<file path="config.mk">
export PLATFORM = sky130hd
export DESIGN_NAME = id_ex_stage
export DESIGN_NICKNAME = d
export VERILOG_FILES = /design/src/rtl/id_ex_stage.sv
export SDC_FILE = /design/constraint.sdc
export NUM_CORES = 1
export LEC_CHECK = 0
export CAP_MARGIN = 20
export CORE_MARGIN = 1.5
export CORE_UTILIZATION = 36
export DETAILED_ROUTE_END_ITERATION = 8
export GPL_TIMING_DRIVEN = 0
export HOLD_SLACK_MARGIN = 0.08
export PLACE_DENSITY = 0.8
export SYNTH_ARGS = -nofsm -noshare
export SYNTH_HDL_FRONTEND = slang
export SYNTH_SLANG_ARGS = --single-unit
</file>
<file path="constraint.sdc">
create_clock -name clk -period 3.8 [get_ports clk]
set_input_delay 0.76 -clock clk [delete_from_list [all_inputs] [get_ports clk]]
set_output_delay 0.76 -clock clk [all_outputs]
set_load 0.01 [all_outputs]
</file>
<file path="src/rtl/id_ex_stage.sv">
// rtl/id_ex_stage.sv - ID/EX pipeline register with load-use hazard detection
module id_ex_stage (
  input  logic        clk,
  input  logic        rst_n,
  input  logic        ID_RegWrite,
  input  logic        ID_MemRead,
  input  logic        ID_MemWrite,
  input  logic        ID_MemtoReg,
  input  logic        ID_ALUSrc,
  input  logic        ID_RegDst,
  input  logic [3:0]  ID_ALUOp,
  input  logic [31:0] ID_ReadData1,
  input  logic [31:0] ID_ReadData2,
  input  logic [31:0] ID_SignExt,
  input  logic [4:0]  ID_Rs,
  input  logic [4:0]  ID_Rt,
  input  logic [4:0]  ID_Rd,
  input  logic        ID_UsesRs,
  input  logic        ID_UsesRt,
  input  logic        ID_valid,
  input  logic        flush,
  output logic        ID_EX_RegWrite,
  output logic        ID_EX_MemRead,
  output logic        ID_EX_MemWrite,
  output logic        ID_EX_MemtoReg,
  output logic        ID_EX_ALUSrc,
  output logic        ID_EX_RegDst,
  output logic [3:0]  ID_EX_ALUOp,
  output logic [31:0] ID_EX_ReadData1,
  output logic [31:0] ID_EX_ReadData2,
  output logic [31:0] ID_EX_SignExt,
  output logic [4:0]  ID_EX_Rs,
  output logic [4:0]  ID_EX_Rt,
  output logic [4:0]  ID_EX_Rd,
  output logic        ID_EX_valid,
  output logic        stall,
  output logic        PCWrite,
  output logic        IF_ID_Write,
  output logic [15:0] bubble_count
);

  logic rs_hit;
  logic rt_hit;
  logic bubble;

  always_comb begin
    rs_hit = ID_UsesRs && (ID_Rs == ID_EX_Rt);
    rt_hit = ID_UsesRt && (ID_Rt == ID_EX_Rt);
    // A taken branch in EX kills the ID instruction, so its hazard is moot.
    stall  = ID_valid && ID_EX_valid && ID_EX_MemRead && (ID_EX_Rt != 5'd0)
             && (rs_hit || rt_hit) && !flush;
    PCWrite     = !stall;
    IF_ID_Write = !stall;
    bubble      = stall || flush;
  end

  always_ff @(posedge clk or negedge rst_n) begin
    if (!rst_n) begin
      ID_EX_RegWrite  <= 1'b0;
      ID_EX_MemRead   <= 1'b0;
      ID_EX_MemWrite  <= 1'b0;
      ID_EX_MemtoReg  <= 1'b0;
      ID_EX_ALUSrc    <= 1'b0;
      ID_EX_RegDst    <= 1'b0;
      ID_EX_ALUOp     <= 4'd0;
      ID_EX_valid     <= 1'b0;
      ID_EX_ReadData1 <= 32'd0;
      ID_EX_ReadData2 <= 32'd0;
      ID_EX_SignExt   <= 32'd0;
      ID_EX_Rs        <= 5'd0;
      ID_EX_Rt        <= 5'd0;
      ID_EX_Rd        <= 5'd0;
      bubble_count    <= 16'd0;
    end else begin
      // Data and specifiers always load; only control is zeroed for a bubble.
      ID_EX_ReadData1 <= ID_ReadData1;
      ID_EX_ReadData2 <= ID_ReadData2;
      ID_EX_SignExt   <= ID_SignExt;
      ID_EX_Rs        <= ID_Rs;
      ID_EX_Rt        <= ID_Rt;
      ID_EX_Rd        <= ID_Rd;
      if (bubble) begin
        ID_EX_RegWrite <= 1'b0;
        ID_EX_MemRead  <= 1'b0;
        ID_EX_MemWrite <= 1'b0;
        ID_EX_MemtoReg <= 1'b0;
        ID_EX_ALUSrc   <= 1'b0;
        ID_EX_RegDst   <= 1'b0;
        ID_EX_ALUOp    <= 4'd0;
        ID_EX_valid    <= 1'b0;
      end else begin
        ID_EX_RegWrite <= ID_RegWrite;
        ID_EX_MemRead  <= ID_MemRead;
        ID_EX_MemWrite <= ID_MemWrite;
        ID_EX_MemtoReg <= ID_MemtoReg;
        ID_EX_ALUSrc   <= ID_ALUSrc;
        ID_EX_RegDst   <= ID_RegDst;
        ID_EX_ALUOp    <= ID_ALUOp;
        ID_EX_valid    <= ID_valid;
      end
      if (stall && (bubble_count != 16'hFFFF)) begin
        bubble_count <= bubble_count + 16'd1;
      end
    end
  end

endmodule

</file>
==> results summary <==
The number of hold violations in the final report is 0. The number of port buffers is 267. The areal power density over the cells came out at 471.1 nW/µm².

The later-pin clock latency in the skew report is 410 ps. The cell count after synthesis came out at 231. The die is 110.5 µm wide. A synthesized cell averages 18.02 µm². The post-cts repair resize count is 0. The number of clock sinks came out at 138. The wire length reported by the detailed router came out at 11600 µm. The height of the chip is 110.5 µm.

The share of the clock period used by the worst path after layout came out at 90.21%. The total congestion overflow after global routing came out at 0. Final hold analysis gives a worst-case slack of 350.9 ps.

The number of pins with negative max-slew slack in the final report came out at 0. In this run the static leakage power is 3.344 nW. The number of remaining DRC errors came out at 0. The number of different library cells used by synthesis comes to 32. The number of setup buffers added after CTS came out at 0. The tree is rooted in a sky130_fd_sc_hd__clkbuf_16. The total global-route track usage is 19.83%. After clock tree synthesis, the clock-pin slew on the worst setup and hold paths is 60 ps.

The first global-routing pass estimated 18010 µm of wire. The count of boundary I/O pins is 268. The run finished with clean final reports. The clock tree from TritonCTS is done. The maximum clock skew at final layout is 10.93 ps. met2 is the most crowded layer.

The total of endpoints with negative setup slack in the final report is 0. After the last flow step, the layout net total stands at 646. In this run the standard cell core region covers 11320 µm². Setup repair after global routing left no endpoint under its margin. The worst-case headroom to the max-slew limit came out at 57.23%. 0 antenna diodes ended up in the layout. The total instance count after detailed placement is 642. Sequential cells were found to cover 82.98% of the synthesized design area.

The met2 routing resource usage after global routing came out at 34.36%. The final critical-path setup slack is 372.1 ps. The post-detailed-route count of antenna-violating nets is 0.

The placer congestion estimate is 0.7597. The number of rows created at floorplan came out at 39. The transition time of the tightest slew-check pin came out at 641.6 ps.

The met1 track utilization from global routing came out at 22.19%. Entering global routing, the biggest net connects 71 pins. The floorplan step defined a die boundary enclosing 12210 µm². Hold repair after CTS inserted 0 buffers. OpenSTA, run right after detailed placement, puts the worst setup slack at 359.7 ps. The overall via count from detail_route came out at 2935. The area growth from synthesis to layout is 83.97%. The library cell used most frequently in the layout, excluding fill and tap cells, is sky130_fd_sc_hd__clkdlybuf4s50_1. The area of the mapped netlist is 4161 µm².

The final total power came out at 0.003607 W. After detailed routing, the average wire length per cell comes to 17.22 µm. The Yosys warning count is 0.

The first-pass iteration count of the detailed router came out at 4. In this run, the number of DRC markers left after iteration 0 of detailed routing was 123. The type of origin of the critical path is an input pin. Leaving out filler cells and counting taps, the final layout contains 674. STA classifies the critical path endpoint as an output port. The largest fanout on the critical path came out at 11. The total clock buffers created by CTS came out at 17. The depth of the worst register-to-register path is 7. The effective utilization at floorplan came out at 36.76%. The half-perimeter wire length of the detailed placement result came out at 8899 µm. The total nets after synthesis came out at 359. The post-route netlist has 9.605% of its cells at a drive strength greater than 1. The number of antenna violations at the first check in global routing is 0. The clock tree synthesis step divided the H-tree into 4 levels. In this run the deepest clock path goes through 2 buffers. The critical path data required time came out at 3040 ps. The highest ir drop seen on vdd came out at 243.6 µV. The post-synthesis sequential element count is 138.

The global routing usage on met3 came out at 6.915%. In the layout the commonest cells are sky130_fd_sc_hd__clkdlybuf4s50_1, sky130_fd_sc_hd__dfrtp_1, sky130_fd_sc_hd__clkbuf_16, sky130_fd_sc_hd__xnor2_1. The minimum period implied by the final worst setup slack came out at 3428 ps. The path class of the tightest hold or removal check is input pin to asynchronous set/reset pin. Static timing analysis puts the maximum clock frequency at 291.7 MHz. The total of max-cap violations came out at 0. The critical path class is input pin to output port. The worst path arrival time is 2670 ps. The via density per instance came out at 4.355. The number of global-route vias before repair is 3179.
## routing by layer
metal	share of wire [%]	vias up
li1	-	1339
met2	54	141
met4	2.3	0
met3	6.8	18
met5	0	-
met1	37	1437
## cell usage after synthesis
| master | count | area share [%] |
|---|---|---|
| sky130_fd_sc_hd__nand2_4 | 1 | 0.27 |
| sky130_fd_sc_hd__xor2_1 | 11 | 2.3 |
| sky130_fd_sc_hd__o21ai_2 | 1 | 0.21 |
| sky130_fd_sc_hd__nor4_2 | 2 | 0.60 |
| sky130_fd_sc_hd__nand3_2 | 1 | 0.24 |
| sky130_fd_sc_hd__clkbuf_1 | 1 | 0.090 |
| sky130_fd_sc_hd__inv_1 | 2 | 0.18 |
| sky130_fd_sc_hd__nor4_4 | 3 | 1.5 |
| sky130_fd_sc_hd__nor2b_1 | 1 | 0.15 |
| sky130_fd_sc_hd__nor3_1 | 6 | 0.72 |
| sky130_fd_sc_hd__ha_1 | 1 | 0.30 |
| sky130_fd_sc_hd__dfrtp_1 | 138 | 83 |
| sky130_fd_sc_hd__nor4_1 | 1 | 0.15 |
| sky130_fd_sc_hd__nor2_2 | 1 | 0.15 |
| sky130_fd_sc_hd__nand4_1 | 3 | 0.45 |
| sky130_fd_sc_hd__and2_1 | 11 | 1.7 |
| sky130_fd_sc_hd__mux2_2 | 2 | 0.54 |
| sky130_fd_sc_hd__xnor2_1 | 12 | 2.5 |
| sky130_fd_sc_hd__and3_1 | 5 | 0.75 |
| sky130_fd_sc_hd__nand2_1 | 6 | 0.54 |
| sky130_fd_sc_hd__nand3_1 | 8 | 0.96 |
| sky130_fd_sc_hd__nand3_4 | 1 | 0.42 |
| sky130_fd_sc_hd__and4_1 | 1 | 0.21 |
| sky130_fd_sc_hd__nor3_2 | 1 | 0.24 |
| sky130_fd_sc_hd__inv_2 | 1 | 0.090 |
| sky130_fd_sc_hd__or4_1 | 1 | 0.18 |
| sky130_fd_sc_hd__nand2b_1 | 1 | 0.15 |
| sky130_fd_sc_hd__o22ai_2 | 1 | 0.30 |
| sky130_fd_sc_hd__buf_6 | 1 | 0.27 |
| sky130_fd_sc_hd__nor2_1 | 4 | 0.36 |
| sky130_fd_sc_hd__buf_4 | 1 | 0.18 |
| sky130_fd_sc_hd__mux2_1 | 1 | 0.27 |
## power breakdown
part,internal (W),switching (W),total (W)
logic,0.000237,0.000123,0.000360
registers,0.00154,0.0000229,0.00156
clock network,0.00105,0.000642,0.00169
## flip-flops by register name, indices dropped and copies added (netlist names), 4 cells and up
| register | cells |
|---|---|
| bubble_count | 16 |
| ID_EX_ReadData2 | 32 |
| ID_EX_SignExt | 32 |
| ID_EX_ReadData1 | 32 |
| ID_EX_Rs | 5 |
| ID_EX_Rd | 5 |
| ID_EX_ALUOp | 4 |
| ID_EX_Rt | 5 |
## worst paths after layout
path                                        from                  end  slack [ps]
min in group clk                bubble_count[15]     bubble_count[15]         510
max in group asynchronous                  rst_n  ID_EX_ReadData1[12]        2680
worst max register to register       ID_EX_Rt[0]      bubble_count[9]        1900
worst min register to register  bubble_count[15]     bubble_count[15]         510
worst min-delay path                       rst_n     ID_EX_SignExt[2]         350
worst max-delay path                    ID_Rt[2]              PCWrite         370
## cell type report
type / count / area (µm²)
buffer: 3 / 22.52
clock buffer: 17 / 425.4
clock inverter: 15 / 188.9
fill: 808 / 3665
inverter: 3 / 11.26
multi-input combinational: 87 / 674.4
sequential: 138 / 3453
tap: 143 / 178.9
timing repair buffer: 268 / 2701
## stage by stage
stage          utilization, %  TNS [ps]  cell area [µm²]
2_1_floorplan               -         0             4161
3_3_place_gp            61.95   -433880             7013
3_5_place_dp            62.20         0             7042
4_1_cts                 67.63         0             7656
5_1_grt                 67.63         0             7656
6_report                67.63         0             7656
## worst max-delay path, cell delays in order
cell,delay (ps)
sky130_fd_sc_hd__clkdlybuf4s50_1,490
sky130_fd_sc_hd__xnor2_1,130
sky130_fd_sc_hd__nand4_1,140
sky130_fd_sc_hd__o22ai_2,250
sky130_fd_sc_hd__nand2_4,120
sky130_fd_sc_hd__buf_6,170
sky130_fd_sc_hd__buf_4,130
sky130_fd_sc_hd__clkdlybuf4s50_1,470
## kinds of logic after synthesis
family	count (synthesis)	share of synthesized area (%)
flops	138	82.98
compound gates	2	0.5111
xor+xnor	23	4.841
fa+ha+maj	1	0.3006
buf+inv	6	0.8117
mux	3	0.8117
simple gates	58	9.742
Power figures use the tool's default switching activity.
